--- src/rtl/instr_sequencer_if.sv ---
// Instruction-sequencer bus: start/status, instruction-fetch handshake and the
// decoded control lines driven toward the register file and ALU.
interface instr_sequencer_if #(
    parameter int PC_W = 16
);
    logic            start;
    logic            imem_req;
    logic [PC_W-1:0] imem_addr;
    logic            imem_ack;
    logic [31:0]     imem_rdata;
    logic [5:0]      rf_ra_a;
    logic [5:0]      rf_ra_b;
    logic [3:0]      alu_fx;
    logic            alu_b_sel;
    logic [31:0]     imm_ext;
    logic            wb_en;
    logic [5:0]      wb_addr;
    logic            busy;
    logic            halted;

    modport master (
        input  start, imem_ack, imem_rdata,
        output imem_req, imem_addr, rf_ra_a, rf_ra_b, alu_fx, alu_b_sel,
               imm_ext, wb_en, wb_addr, busy, halted
    );

    modport slave (
        output start, imem_ack, imem_rdata,
        input  imem_req, imem_addr, rf_ra_a, rf_ra_b, alu_fx, alu_b_sel,
               imm_ext, wb_en, wb_addr, busy, halted
    );
endinterface

--- src/rtl/instr_sequencer.sv ---
// Multi-cycle fetch/decode/exec/writeback sequencer that owns the program counter.
// Optional SEQ_R0_ZERO_EN: suppress the writeback strobe when rd is register 0.
module instr_sequencer #(
    parameter int PC_W = 16
) (
    input  logic              clk,
    input  logic              rst,
    instr_sequencer_if.master bus
);

    typedef enum logic [2:0] {
        S_IDLE,
        S_FETCH,
        S_DECODE,
        S_EXEC,
        S_WB,
        S_HALTED
    } state_e;

    state_e             state_q, state_d;
    logic [PC_W-1:0]    pc_q, pc_d;
    logic [31:0]        ir_q, ir_d;
    logic [5:0]         ra_a_q, ra_a_d;
    logic [5:0]         ra_b_q, ra_b_d;
    logic [5:0]         wb_addr_q, wb_addr_d;
    logic [3:0]         fx_q, fx_d;
    logic               b_sel_q, b_sel_d;
    logic signed [31:0] imm_q, imm_d;
    logic               is_halt;

    // I-type carries a 15-bit immediate, R-type only 9 bits below the rt field.
    function automatic logic signed [31:0] sext_imm(input logic [31:0] ir);
        logic signed [31:0] r;
        if (ir[31]) r = {{17{ir[14]}}, ir[14:0]};
        else        r = {{23{ir[8]}}, ir[8:0]};
        return r;
    endfunction

    assign is_halt = !ir_q[31] && (ir_q[18:15] == 4'hF);

    always_comb begin
        state_d       = state_q;
        pc_d          = pc_q;
        ir_d          = ir_q;
        ra_a_d        = ra_a_q;
        ra_b_d        = ra_b_q;
        wb_addr_d     = wb_addr_q;
        fx_d          = fx_q;
        b_sel_d       = b_sel_q;
        imm_d         = imm_q;
        bus.imem_req  = 1'b0;
        bus.busy      = 1'b1;
        bus.halted    = 1'b0;
        bus.wb_en     = 1'b0;
        case (state_q)
            S_IDLE: begin
                bus.busy = 1'b0;
                if (bus.start) state_d = S_FETCH;
            end
            S_FETCH: begin
                bus.imem_req = 1'b1;
                if (bus.imem_ack) begin
                    ir_d    = bus.imem_rdata;
                    state_d = S_DECODE;
                end
            end
            S_DECODE: begin
                if (is_halt) begin
                    state_d = S_HALTED;
                end else begin
                    // Decoded fields are captured only on the way into EXEC.
                    state_d   = S_EXEC;
                    ra_a_d    = ir_q[30:25];
                    wb_addr_d = ir_q[24:19];
                    fx_d      = ir_q[18:15];
                    ra_b_d    = ir_q[31] ? 6'd0 : ir_q[14:9];
                    b_sel_d   = ir_q[31];
                    imm_d     = sext_imm(ir_q);
                end
            end
            S_EXEC: begin
                state_d = S_WB;
            end
            S_WB: begin
`ifdef SEQ_R0_ZERO_EN
                bus.wb_en = (wb_addr_q != 6'd0);
`else
                bus.wb_en = 1'b1;
`endif
                pc_d    = pc_q + PC_W'(1);
                state_d = S_FETCH;
            end
            S_HALTED: begin
                bus.busy   = 1'b0;
                bus.halted = 1'b1;
            end
            default: begin
                bus.busy = 1'b0;
                state_d  = S_IDLE;
            end
        endcase
    end

    always_ff @(posedge clk) begin
        if (rst) begin
            state_q   <= S_IDLE;
            pc_q      <= '0;
            ir_q      <= '0;
            ra_a_q    <= '0;
            ra_b_q    <= '0;
            wb_addr_q <= '0;
            fx_q      <= '0;
            b_sel_q   <= 1'b0;
            imm_q     <= '0;
        end else begin
            state_q   <= state_d;
            pc_q      <= pc_d;
            ir_q      <= ir_d;
            ra_a_q    <= ra_a_d;
            ra_b_q    <= ra_b_d;
            wb_addr_q <= wb_addr_d;
            fx_q      <= fx_d;
            b_sel_q   <= b_sel_d;
            imm_q     <= imm_d;
        end
    end

    assign bus.imem_addr = pc_q;
    assign bus.rf_ra_a   = ra_a_q;
    assign bus.rf_ra_b   = ra_b_q;
    assign bus.alu_fx    = fx_q;
    assign bus.alu_b_sel = b_sel_q;
    assign bus.imm_ext   = imm_q;
    assign bus.wb_addr   = wb_addr_q;

endmodule

--- src/flat_wrapper.sv ---
// flat-port wrapper written by rule: the top's interface ports become plain ports
module instr_sequencer_flat 
#(
    parameter int PC_W = 16
)
  (clk, rst, bus_start, bus_imem_ack, bus_imem_rdata, bus_imem_req, bus_imem_addr, bus_rf_ra_a, bus_rf_ra_b, bus_alu_fx, bus_alu_b_sel, bus_imm_ext, bus_wb_en, bus_wb_addr, bus_busy, bus_halted);
  instr_sequencer_if #(.PC_W(PC_W)) bus_i ();
  input  logic clk;
  input  logic rst;
  input wire logic [$bits(bus_i.start)-1:0] bus_start;
  input wire logic [$bits(bus_i.imem_ack)-1:0] bus_imem_ack;
  input wire logic [$bits(bus_i.imem_rdata)-1:0] bus_imem_rdata;
  output wire logic [$bits(bus_i.imem_req)-1:0] bus_imem_req;
  output wire logic [$bits(bus_i.imem_addr)-1:0] bus_imem_addr;
  output wire logic [$bits(bus_i.rf_ra_a)-1:0] bus_rf_ra_a;
  output wire logic [$bits(bus_i.rf_ra_b)-1:0] bus_rf_ra_b;
  output wire logic [$bits(bus_i.alu_fx)-1:0] bus_alu_fx;
  output wire logic [$bits(bus_i.alu_b_sel)-1:0] bus_alu_b_sel;
  output wire logic [$bits(bus_i.imm_ext)-1:0] bus_imm_ext;
  output wire logic [$bits(bus_i.wb_en)-1:0] bus_wb_en;
  output wire logic [$bits(bus_i.wb_addr)-1:0] bus_wb_addr;
  output wire logic [$bits(bus_i.busy)-1:0] bus_busy;
  output wire logic [$bits(bus_i.halted)-1:0] bus_halted;
  assign bus_i.start = bus_start;
  assign bus_i.imem_ack = bus_imem_ack;
  assign bus_i.imem_rdata = bus_imem_rdata;
  assign bus_imem_req = bus_i.imem_req;
  assign bus_imem_addr = bus_i.imem_addr;
  assign bus_rf_ra_a = bus_i.rf_ra_a;
  assign bus_rf_ra_b = bus_i.rf_ra_b;
  assign bus_alu_fx = bus_i.alu_fx;
  assign bus_alu_b_sel = bus_i.alu_b_sel;
  assign bus_imm_ext = bus_i.imm_ext;
  assign bus_wb_en = bus_i.wb_en;
  assign bus_wb_addr = bus_i.wb_addr;
  assign bus_busy = bus_i.busy;
  assign bus_halted = bus_i.halted;
  instr_sequencer #(.PC_W(PC_W)) u_core (.clk(clk), .rst(rst), .bus(bus_i));
endmodule
--- config.mk ---
export PLATFORM = sky130hd
export DESIGN_NAME = instr_sequencer_flat
export DESIGN_NICKNAME = d
export VERILOG_FILES = /design/src/rtl/instr_sequencer_if.sv /design/src/rtl/instr_sequencer.sv /design/src/flat_wrapper.sv
export SDC_FILE = /design/constraint.sdc
export NUM_CORES = 1
export LEC_CHECK = 0
export BUFFER_PORTS_ARGS = -buffer_cell sky130_fd_sc_hd__buf_2
export CAP_MARGIN = 20
export CORE_ASPECT_RATIO = 2
export CORE_UTILIZATION = 50
export DETAILED_ROUTE_END_ITERATION = 8
export PLACE_DENSITY_LB_ADDON = 0.2
export SLEW_MARGIN = 15
export SYNTH_ARGS = -nofsm -noshare
export SYNTH_HDL_FRONTEND = slang
export SYNTH_SLANG_ARGS = --single-unit
--- constraint.sdc ---
create_clock -name clk -period 2.3 [get_ports clk]
set_input_delay 0.69 -clock clk [delete_from_list [all_inputs] [get_ports clk]]
set_output_delay 0.69 -clock clk [all_outputs]
set_load 0.01 [all_outputs]
Yosys cells after proc, flatten, opt, wreduce, memory -nomap -nowiden
Cells that the tools add are included.
W data, S select, Z words.
{"block": "totals", "inputBits": 36, "out_inout_bits": 75, "regBits": 106}
{"block": "op_classes", "mux": 10, "reduce_logical": 7, "n_eq_ne": 8, "bitwise_logic": 2, "addsub": 1}
{"operator": "$mux W32", "n": 1}
{"operator": "$pmux W3 S6", "n": 1}
{"operator": "$add A16 B1 Y16 const B", "n": 1}
{"operator": "$mux W3", "n": 3}
{"operator": "$eq A3 B2 Y1 const B", "n": 2}
{"operator": "$eq A3 B3 Y1 const B", "n": 2}
{"operator": "$mux W6", "n": 1}
{"operator": "$eq A4 B4 Y1 const B", "n": 1}
{"operator": "$mux W1", "n": 4}
{"operator": "$ne A2 B2 Y1 const B", "n": 2}
{"operator": "$reduce_and A2 Y1", "n": 2}
{"operator": "$reduce_or A4 Y1", "n": 1}
{"operator": "$eq A3 B1 Y1 const B", "n": 1}
{"operator": "$logic_not A3 Y1", "n": 1}
{"operator": "$reduce_and A3 Y1", "n": 1}
{"operator": "$not A1 Y1", "n": 2}
{"operator": "$logic_and A1 B1 Y1", "n": 1}
{"operator": "$logic_not A1 Y1", "n": 1}

Depth between registers and ports, before layout
{"block": "depth", "ltp_word": 4, "mapped_depth": 7}

Worst setup path before layout
No wires, ideal clock.
{"block": "synth_timing", "path_type": "reg2reg", "start": "register u_core.state_q[0]", "end": "register u_core.pc_q[12], in the netlist u_core.bus.imem_addr[12]", "stages_incl_launch_ff": 8, "setup_slack_ns": 0.449, "t_arrival_ns": 1.781, "required_time_ns": 2.230, "n_path_buf": 3, "cell_sequence": "dfxtp_1 > buf_2 > nand4bb_1 > buf_2 > or4_1 > buf_2 > or3_1 > a21oi_1"}
{"block": "synth_between", "elab_chain_cells": 1}
{"element": "start, declared", "line": "instr_sequencer.sv:20", "rtl": "state_e state_q, state_d;"}
{"element": "start signal, assigned", "line": "instr_sequencer.sv:116", "rtl": "state_q <= state_d;"}
{"element": "$eq A3 B3 Y1", "line": "instr_sequencer.sv:55", "rtl": "case (state_q)"}
{"element": "end signal, assigned", "line": "instr_sequencer.sv:117", "rtl": "pc_q <= pc_d;"}
{"element": "end, declared", "line": "instr_sequencer.sv:21", "rtl": "logic [PC_W-1:0] pc_q, pc_d;"}
No other way between the ends.
A chain may end at the register's enable or synchronous reset.

Worst setup path after layout
{"block": "layout_timing", "start": "register u_core.state_q[2]", "end": "register u_core.pc_q[12], in the netlist u_core.bus.imem_addr[12]"}
Same word-level chain as after synthesis.

==> flow_summary.toml <==
[outcome]
status = "complete, no violations"

[floorplan]
die_y_microns = 120
die_w_microns = 61.0
ioPinCount = 111
dieArea_sq_um = 7320
core_area_sq_um = 6670
initial_core_util_pct = 52.1
row_count = 42

[worst_setup_path]
cpMaxStageDelayCell = "or4_1"
critPathMaxStageDelay_ps = 670
endpoint_kind = "register"
required_ps = 2560
cp_data_arrival_time_ps = 2370
cp_cell_sequence = "nand4bb_1 > or4_1 > or3_1 > a21oi_1"
cp.buffers_inverters = 0
crit_path_max_fanout = 10
cp-startpoint = "u_core.state_q[2]"
rr_startpoint = "u_core.state_q[2]"
critPathLaunchType = "register"
critPathKind = "reg -> reg"
critical_path.top_delay_family = "simple AND/OR/NAND/NOR gates"

[place]
place_area_sq_um = 4000
place.port_buffers = 110
hpwl_mm = 5.63
routabilityCongestion = 0.783

[yosys]
yosys.area_share.simple_pct = 23.8
synth_seq_cells = 89
synth_top_family_by_area = "simple AND/OR/NAND/NOR gates"
synth_fa_ha_area_share_pct = 0.360
syn_avg_cell_area_sq_um = 8.00
muxShareOfSynthArea_pct = 0.611
ys_types = 37
synthesis.area_sq_um = 3480
netlist_instances = 435
yosysSeqAreaShare_pct = 51.2
synth_top_area_share_pct = 51.2
synth-xor-area-share_pct = 2.27
synth.area.top_cells = "dfxtp_1, nand2_1, a21oi_1"
syn_nets = 472
synth_compound_area_share_pct = 13.6
yosys.area.top_type = "dfxtp_1"
synth_warnings = 0

[clock_tree]
cts_tree = "yes"
clock_path_buffers = 2
cts_hold_buf = 0
clkTransAtPathRegs_ps = 60
htreeDepth = 3
cts_root_buffer = "clkbuf_16"
clock-sinks = 89
worst_skew_pair.late_latency_ps = 330
numCtsBuffers = 9

[sta]
maxSlewHeadroom_pct = 63.8
rsz0062_at_grt = "false"
fin_setup_tns_ps = 0
fin_crit_ps = 2110
finalHoldViolCount = 0
fmax_ghz = 0.473
finalSetupViolCount = 0
timing.hold.ws_ps = 450
fin_skew_ps = 3.68
finalCritPeriodShare_pct = 91.9
maxSlewViolCount = 0
worst_pin_slew_ps = 543

[drt]
dr.pass1.iters = 6
postRouteAntennaNets = 0
num_vias = 3168
finalWirelength_mm = 8.09
drcViolationCount = 0
vias_per_cell = 5.18
drtIter0Drc = 131
wl_per_cell_microns = 13.2

[min_path]
min_from = "u_core.ir_q[30]"
holdCritPathClass = "reg -> reg"

[global_routing]
track_usage_pct = 23.7
grt_pass1_vias = 2910
grt_first_pass_wirelength_mm = 12.9
gr-total-overflow = 0
grt_max_degree = 40
antenna_found_initial = 0

[power_and_ir_drop]
total_power_uw = 3180
p_per_area_nw_per_um2 = 744
p_leak_uw = 0.00177
ir_drop_uv = 569

[finish]
syn_to_final_growth_pct = 22.7
finalNetCount = 556
num_antenna_cells = 0
fin_area_sq_um = 4270
drive_above_1_share_pct = 27.0

[flow_run]
maxCapViolations = 0
-- placed cells by master, fill, tap and decap left out, types with 5 or more instances in the layout --
cell / instances
xnor2_1: 6
nor3_1: 12
nand2_1: 124
inv_1: 5
buf_2: 110
a211oi_1: 6
clkbuf_16: 9
dfxtp_1: 89
nand3_1: 7
nor2_1: 24
a21oi_1: 70
buf_4: 9
nand4_1: 5
-- worst min-delay path: cells and delay by family (launching register included) --
kind	cells	cell delay [ps]
DFF	1	310
and+or+nand+nor	1	50
AOI/OAI and AO/OA	1	50
-- cells in the mapped netlist --
library cell / n
nand2_1: 124
dfxtp_1: 89
a21oi_1: 71
nor2_1: 24
clkbuf_1: 22
buf_4: 17
nor3_1: 12
buf_2: 7
nand3_1: 7
a211oi_1: 6
xnor2_1: 6
inv_1: 5
nand4_1: 5
nor3b_1: 4
o21ai_0: 4
or3_1: 4
nor2b_1: 3
xor2_1: 3
a31o_2: 2
and2_1: 2
nor4_1: 2
a21o_1: 1
a22oi_1: 1
and3_1: 1
and4_1: 1
buf_1: 1
buf_6: 1
clkinv_1: 1
ha_1: 1
mux2_2: 1
mux2i_1: 1
nand2b_1: 1
nand4bb_1: 1
o21ba_2: 1
o32a_1: 1
or3b_2: 1
or4_1: 1
-- final cells by class --
type / count / area (sq um)
Multi-Input combinational cell: 292 / 1430
Sequential cell: 89 / 1780
Tap cell: 88 / 110
Inverter: 6 / 22.5
Clock buffer: 12 / 246
Fill cell: 628 / 2400
Clock inverter: 3 / 17.5
Timing Repair Buffer: 121 / 658
-- routing by layer --
layer / part of all wire, % / GRT usage [%] / vias up / wire length, microns
met4: 2.6 / 11.2 / 0 / 213
met2: 54 / 42.2 / 102 / 4350
met5: 0 / 0 / - / 0
li1: - / - / 1582 / -
met1: 39 / 24.9 / 1469 / 3120
met3: 5.0 / 5.28 / 15 / 402
-- final timing paths --
path / endpoint / slack (ps) / cells past startpoint
worst max-delay path: u_core.bus.imem_addr[12] / 190 / 4
worst min register to register: u_core.bus.rf_ra_a[5] / 450 / 2
worst min-delay path: u_core.bus.rf_ra_a[5] / 450 / 2
worst max register to register: u_core.bus.imem_addr[12] / 190 / 4
-- logic make-up after synthesis --
logic type                 Yosys count
adders and majority gates            1
and+or+nand+nor                    193
DFF                                 89
buffers and inverters               54
muxes                                2
xor gates and xnor gates             9
AOI/OAI and AO/OA                   87
-- registers in the layout (all words and copies together), names as in the netlist --
register / cells
u_core.ir_q: 32
u_core.bus.imem_addr: 16
u_core.bus.imm_ext: 15
u_core.bus.rf_ra_a: 6
u_core.bus.rf_ra_b: 6
u_core.bus.wb_addr: 6
u_core.bus.alu_fx: 4
u_core.state_q: 3
u_core.bus.alu_b_sel: 1
-- through the flow --
step,worst slack (ps),cells,utilization [%]
3_3_place_gp,288,596,59.9
6_report,186,611,64.0
4_1_cts,209,611,63.9
5_1_grt,20.1,611,64.0
2_1_floorplan,449,435,-
3_5_place_dp,221,596,59.9
-- where the power goes --
| part | leakage (uW) | switching, uW | internal, uW |
|---|---|---|---|
| sequential | 0.000720 | 30.5 | 1580 |
| clock | 0.000128 | 557 | 752 |
| combinational | 0.000919 | 154 | 102 |
-- what timing repair did --
item / in CTS / in global routing
endpoints found under the setup margin: 0 / 1
resized for setup: 0 / 1
setup buffers: 0 / 0
Note: power is estimated with default switching activity, not from simulation.
